File: config.mk
export PLATFORM = sky130hd
export DESIGN_NAME = prbs7_rx
export DESIGN_NICKNAME = d
export VERILOG_FILES = /design/src/rtl/prbs7_rx.sv
export SDC_FILE = /design/constraint.sdc
export NUM_CORES = 1
export LEC_CHECK = 0
export CAP_MARGIN = 20
export CORE_MARGIN = 1.5
export CORE_UTILIZATION = 50
export CTS_CLUSTER_DIAMETER = 200
export DETAILED_ROUTE_END_ITERATION = 10
export GPL_ROUTABILITY_DRIVEN = 0
export PLACE_DENSITY_LB_ADDON = 0.15
export SLEW_MARGIN = 5
export SYNTH_ARGS = -nofsm -noshare
export SYNTH_HDL_FRONTEND = slang
export SYNTH_SLANG_ARGS = --single-unit
File: constraint.sdc
create_clock -name clk -period 4.02 [get_ports clk]
set_clock_uncertainty 0.05 [all_clocks]
set_input_delay 1.206 -clock clk [delete_from_list [all_inputs] [get_ports clk]]
set_output_delay 1.206 -clock clk [all_outputs]
set_load 0.01 [all_outputs]
File: src/rtl/prbs7_rx.sv
// PRBS7 (x^7+x^6+1) receiver: self-synchronising lock, free-running check once locked,
// windowed loss-of-lock detection, and saturating error / sample counters.
module prbs7_rx #(
  parameter int LOCK_CNT = 16,
  parameter int WIN      = 128,
  parameter int LOSS_THR = 8,
  parameter int CNT_W    = 16
) (
  input  logic             clk,
  input  logic             rst,
  input  logic             din,
  input  logic             en,
  input  logic             clr_cnt,
  output logic             locked,
  output logic             err,
  output logic [CNT_W-1:0] err_cnt,
  output logic [CNT_W-1:0] bit_cnt
);

  typedef enum logic {SEARCH = 1'b0, LOCKED = 1'b1} state_t;

  localparam logic [7:0]  LOCK_V = 8'(LOCK_CNT);
  localparam logic [15:0] WIN_V  = 16'(WIN);
  localparam logic [15:0] THR_V  = 16'(LOSS_THR);

  state_t           r_state;
  logic [6:0]       r_s;
  logic [7:0]       r_mcnt;
  logic [15:0]      r_wcnt;
  logic [15:0]      r_ewin;
  logic             r_locked;
  logic             r_err;
  logic [CNT_W-1:0] r_err_cnt;
  logic [CNT_W-1:0] r_bit_cnt;

  logic             w_p;
  logic             w_mis;
  logic             w_match;
  logic [7:0]       w_mcnt_nx;
  logic [15:0]      w_wcnt_nx;
  logic [15:0]      w_ewin_nx;

  // s[0] is the newest bit, so the tap pair x^7/x^6 lands on s[6]/s[5]
  assign w_p       = r_s[6] ^ r_s[5];
  assign w_mis     = din ^ w_p;
  assign w_match   = (r_s != 7'd0) && !w_mis;
  assign w_mcnt_nx = w_match ? r_mcnt + 8'd1 : 8'd0;
  assign w_wcnt_nx = r_wcnt + 16'd1;
  assign w_ewin_nx = r_ewin + {15'd0, w_mis};

  always_ff @(posedge clk or posedge rst) begin
    if (rst) begin
      r_state   <= SEARCH;
      r_s       <= 7'd0;
      r_mcnt    <= 8'd0;
      r_wcnt    <= 16'd0;
      r_ewin    <= 16'd0;
      r_locked  <= 1'b0;
      r_err     <= 1'b0;
      r_err_cnt <= '0;
      r_bit_cnt <= '0;
    end else begin
      // NOTE: non-blocking assignments throughout, so every branch reads the pre-edge state
      // and the later clr_cnt assignment cleanly overrides same-edge increments.
      r_err <= 1'b0;
      if (en) begin
        if (r_state == SEARCH) begin
          r_s <= {r_s[5:0], din};
          if (w_mcnt_nx == LOCK_V) begin
            r_state  <= LOCKED;
            r_locked <= 1'b1;
            r_mcnt   <= 8'd0;
          end else begin
            r_mcnt <= w_mcnt_nx;
          end
        end else begin
          // Locked: regenerate from the local state so line errors cannot corrupt it
          r_s   <= {r_s[5:0], w_p};
          r_err <= w_mis;
          if (w_mis && (r_err_cnt != '1)) r_err_cnt <= r_err_cnt + CNT_W'(1);
          if (r_bit_cnt != '1)            r_bit_cnt <= r_bit_cnt + CNT_W'(1);
          if (w_ewin_nx == THR_V) begin
            r_state  <= SEARCH;
            r_locked <= 1'b0;
            r_mcnt   <= 8'd0;
            r_wcnt   <= 16'd0;
            r_ewin   <= 16'd0;
          end else if (w_wcnt_nx == WIN_V) begin
            r_wcnt <= 16'd0;
            r_ewin <= 16'd0;
          end else begin
            r_wcnt <= w_wcnt_nx;
            r_ewin <= w_ewin_nx;
          end
        end
      end
      if (clr_cnt) begin
        r_err_cnt <= '0;
        r_bit_cnt <= '0;
      end
    end
  end

  assign locked  = r_locked;
  assign err     = r_err;
  assign err_cnt = r_err_cnt;
  assign bit_cnt = r_bit_cnt;

endmodule

Word-level counts from Yosys, hierarchy flattened

Cells that the tools add are included.
W data, S select, Z words.

$add $sub $neg: 5
$mul: 0
Div/mod/pow operators: 0
Order comparisons: 0
Eq/ne operators: 6
Shift operators: 0
Muxes and demuxes: 25
Bitwise logic cells: 2
Reduce and logical (&&, ||, !) cells: 14

Operator list:

| operator                | number |
|---|---|
| $mux W16                | 12 |
| $add A16 B1 Y16 const B | 3 |
| $mux W8                 | 4 |
| $ne A16 B16 Y1 const B  | 2 |
| $add A16 B1 Y16         | 1 |
| $eq A16 B4 Y1 const B   | 1 |
| $eq A16 B8 Y1 const B   | 1 |
| $reduce_bool A2 Y1      | 5 |
| $mux W1                 | 9 |
| $reduce_and A3 Y1       | 3 |
| $add A8 B1 Y8 const B   | 1 |
| $eq A8 B5 Y1 const B    | 1 |
| $reduce_bool A7 Y1      | 1 |
| $reduce_and A2 Y1       | 2 |
| $logic_and A1 B1 Y1     | 2 |
| $ne A2 B1 Y1 const B    | 1 |
| $xor A1 B1 Y1           | 2 |
| $logic_not A1 Y1        | 1 |

Register bits after elaboration: 82
Bits in latches: 0
RAM bits: 0
Bits in read-only memories: 0
Input port bits: 5
Output and inout bits: 34
Word-level logic and storage cells: 61
Memories kept: 0

Logic depth before layout (Yosys ltp)

Depth in word-level cells: 8
Gate-level depth with buffers: 12
Depth with buffers taken out: 10

Worst setup path before layout

Ideal clock, no wire load.

Kind: input port to flip-flop
Start: input port din
End: register r_ewin[12]
Setup time: 0.126 ns
Arrival: 3.879 ns
Data required time: 3.844 ns
Path slack: -0.035 ns
Stages on the path: 11
Path buffers: 1
Cell sequence: xor3_1 > ha_1 > ha_1 > nand3_2 > or4_4 > xnor2_1 > nor4b_1 > a32oi_2 > buf_6 > and3_1 > a221o_1

Word-level cells in the longest chain between the ends: 4
Elaborated cells on any way between the ends: 5
Classes of those cells: add/sub: 1; eq/ne: 1; mux: 2; bitwise: 1

RTL lines:

| item                                      | line   | text |
|---|---|---|
| from (decl)                               | 11     | `input logic din,` |
| $xor A1 B1 Y1 (*)                         | 45     | `assign w_mis = din ^ w_p;` |
| $add A16 B1 Y16 (*)                       | 49     | `assign w_ewin_nx = r_ewin + {15'd0, w_mis};` |
| $eq A16 B4 Y1 or $mux W16 (tied branches) | 82, 88 |  |
| $mux W16 (*)                              | 82     | `if (w_ewin_nx == THR_V) begin` |
| to (signal assigned)                      | 93     | `r_ewin <= w_ewin_nx;` |
| to (decl)                                 | 30     | `logic [15:0] r_ewin;` |

Every way passes the cells marked *; elsewhere a longest branch is shown, timed or not.
A chain may end at the register's enable or synchronous reset.

Final worst setup path

Start: input port din
End: register r_ewin[14]

The elaborated chain is that of the path after synthesis.

==> qor.txt <==
Outcome - complete, no violations
Synthesized Nets - 530
Asr flop ratio synth - 100%
CTS Buffer Depth - 2
Top post-synthesis cells by area - dfrtp_1 43%, nand3_1 5.3%, nand2_1 4.8%
First-pass GRT wire length - 17000 um
Largest area contributor in the netlist - dfrtp_1
Finish-stage setup viols - 0
FMAX - 274 MHz
Worst setup SP type - primary input
Buffers on Ports - 38
Met2 Use GR - 35.7%
Register area - 0.00205 mm2
Final period util - 90.8%
Grt met3 use - 4.67%
Routing usage on met1 - 27.7%
Clock Tree Root - clkbuf_8
Leak pwr - 2.42 nW
DP Area - 0.00534 mm2
Avg Cell Area, Syn - 9.10 um2
Hpwl dp - 6750 um
Synth warn - 0
Post-route setup TNS - 0 ns
Net Sw Frac - 25.9%
Cell internal pwr - 1.25 mW
Crit path DAT - 3.84 ns
Clk pin slew, worst setup/hold paths - 0.08 ns
Multi-input gate area - 0.00251 mm2
Post-route cell area - 0.00556 mm2
Cell count after placement - 667
Initial cell density of the core - 51.3%
Vias per cell - 5.82
RSZ-0062 raised after global routing - false
Fin. Hold Viols - 0
I/O pin total - 39
Antenna violations before repair - 0
Switch Pwr - 0.435 mW
Min Clock Period, post-route - 3.65 ns
Pwr Total - 1.68 mW
Share of cells above drive strength 1 - 11.7%
First-pass iteration count of the detailed router - 5
Die Wd - 100 um
Clock network power share - 34.7%
Clk Latency, worst-skew pair - 0.36 ns
Synth-to-layout area growth - 17.8%
Yosys cell types - 58
Core ar. - 0.00920 mm2
GRT busiest layer - met2
Synth Register Bits - 82
Final wirelength - 9860 um
Max Cap Viol - 0
N_diodes - 0
Worst slew margin - 52.9%
Total number of vias - 3984
DRC viols - 0
Htree depth - 3
CTS Buf Count - 9
Crit-path max FO - 7
Fillers - 788
Slew Viols, Final - 0
Most common cell after layout, fill and taps aside - dfrtp_1
Final Non-Filler Cells - 684
Cells after synthesis - 519
CP Capture Type - register
Total congestion overflow - 0
Min-Delay Path Class - reg2reg
CP required - 4.21 ns
Wire per inst - 14.4 um
Dpl ws - -0.358 ns
Detail Route Antenna Nets - 0
Die area - 0.0100 mm2
Comb power frac - 12.1%
Post-synth EDFFs - 0
Final worst slack - 0.369 ns
Clock sinks - 82
Vias in the first global route - 3677
Critical path class - in2reg
Nets - 579
Gr usage total - 21.1%
Final core utilization - 60.5%
Core Rows - 35
Commonest cells after routing, fill and taps aside - 82 x dfrtp_1, 61 x nand2_1, 50 x nand3_1
DIE HEIGHT - 100 um
WHS - 0.452 ns
TritonCTS clock tree - done
Slew @ Worst Pin - 0.705 ns
First DRT Iteration DRCs - 195
Share of total power in sequential cells - 53.2%
Cell Area, Synth - 0.00472 mm2
Ys flop type - dfrtp_1
Sequential fraction of the synthesis area - 43.5%
Pin count of the biggest net entering global routing - 45
Pwr dens - 302 mW/mm2
Post-synth top area share - 43.5%
Maximum vdd drop - 0.216 mV
-- flip-flops by register name, summed over array words and instances (netlist names), 7 cells and up --
signal and cells:
bit_cnt 16, err_cnt 16, r_mcnt 8, r_s 7, r_ewin 16, r_wcnt 16
-- metal layers --
metal	wire, um	part of all wire [%]
met3	307	3.1
met4	82	0.83
met1	4670	47
met2	4800	49
met5	0	0
-- Yosys cell counts (all sizes together) (2+ instances only) --
cell type / count
a22o: 3
o21ai: 21
or4: 3
and4: 11
and3: 18
nor4b: 6
dfrtp: 82
a31oi: 7
nand3: 52
and2: 9
xnor2: 10
a41oi: 2
nand2: 61
nor3: 19
xor2: 25
or3: 5
nand4: 18
nand4b: 3
clkbuf: 17
a2111oi: 2
nor4: 9
a221o: 4
nand3b: 5
ha: 6
nand2b: 2
o21a: 4
mux2: 6
mux2i: 6
buf: 15
inv: 10
o311ai: 5
a21oi: 8
a21o: 7
a211oi: 2
nor2: 43
o31ai: 2
-- cells by family (layout without fill, tap and decap cells) --
kind of cell    count (synthesis)  in the layout  synth area share [%]
simple gates                  265            265                  29.7
flops                          82             82                  43.5
compound gates                 76             76                  11.5
buf+inv                        42             96                  4.11
xor+xnor                       36             36                  7.00
mux                            12             12                  2.70
fa+ha+maj                       6              6                  1.59
-- power groups by stage --
stage                     Combinational, mW  Clock, mW  Sequential, mW
after floorplan                       0.150          0           0.896
after global placement                0.190          0           0.908
after detailed placement              0.195          0           0.910
after CTS                             0.195      0.604           0.894
after global routing                  0.231      0.631           0.901
final                                 0.204      0.583           0.894
-- critical path, stage by stage --
cell            delay [ns]
dlymetal6s2s_1        0.14
xor3_1                0.24
ha_2                  0.19
ha_2                  0.18
nand3_2               0.08
or4_4                 0.51
xnor2_1               0.15
nor4b_2               0.31
a32oi_2               0.20
buf_4                 0.19
and3_1                0.18
a221o_1               0.26
-- cell type report --
type	count	share of cell area, %
well taps	111	2.50
clock buffers	11	2.36
multi-input cells	395	45.1
clock inverters	5	0.990
flip-flops and latches	82	36.9
inverters	10	0.697
repair buffers	70	11.5
-- timing repair --
action | CTS | global route
setup buffers | 0 | 1
hold buffers | 0 | 0
endpoints found under the setup margin | 0 | 39
gates resized for setup | 0 | 7
-- path summary, 6_finish.rpt --
| kind | from | end | slack [ns] | depth (start not counted) |
|---|---|---|---|---|
| max | din | r_ewin[14] | 0.37 | 12 |
| min | r_ewin[0] | r_ewin[0] | 0.45 | 2 |
| max reg2reg | r_s[6] | r_ewin[14] | 0.76 | 11 |
| min reg2reg | r_ewin[0] | r_ewin[0] | 0.45 | 2 |
| max in group asynchronous | rst | r_ewin[11] | 2.04 | 3 |
| min in group asynchronous | rst | r_s[5] | 1.21 | 2 |
Note: power is estimated with default switching activity, not from simulation.
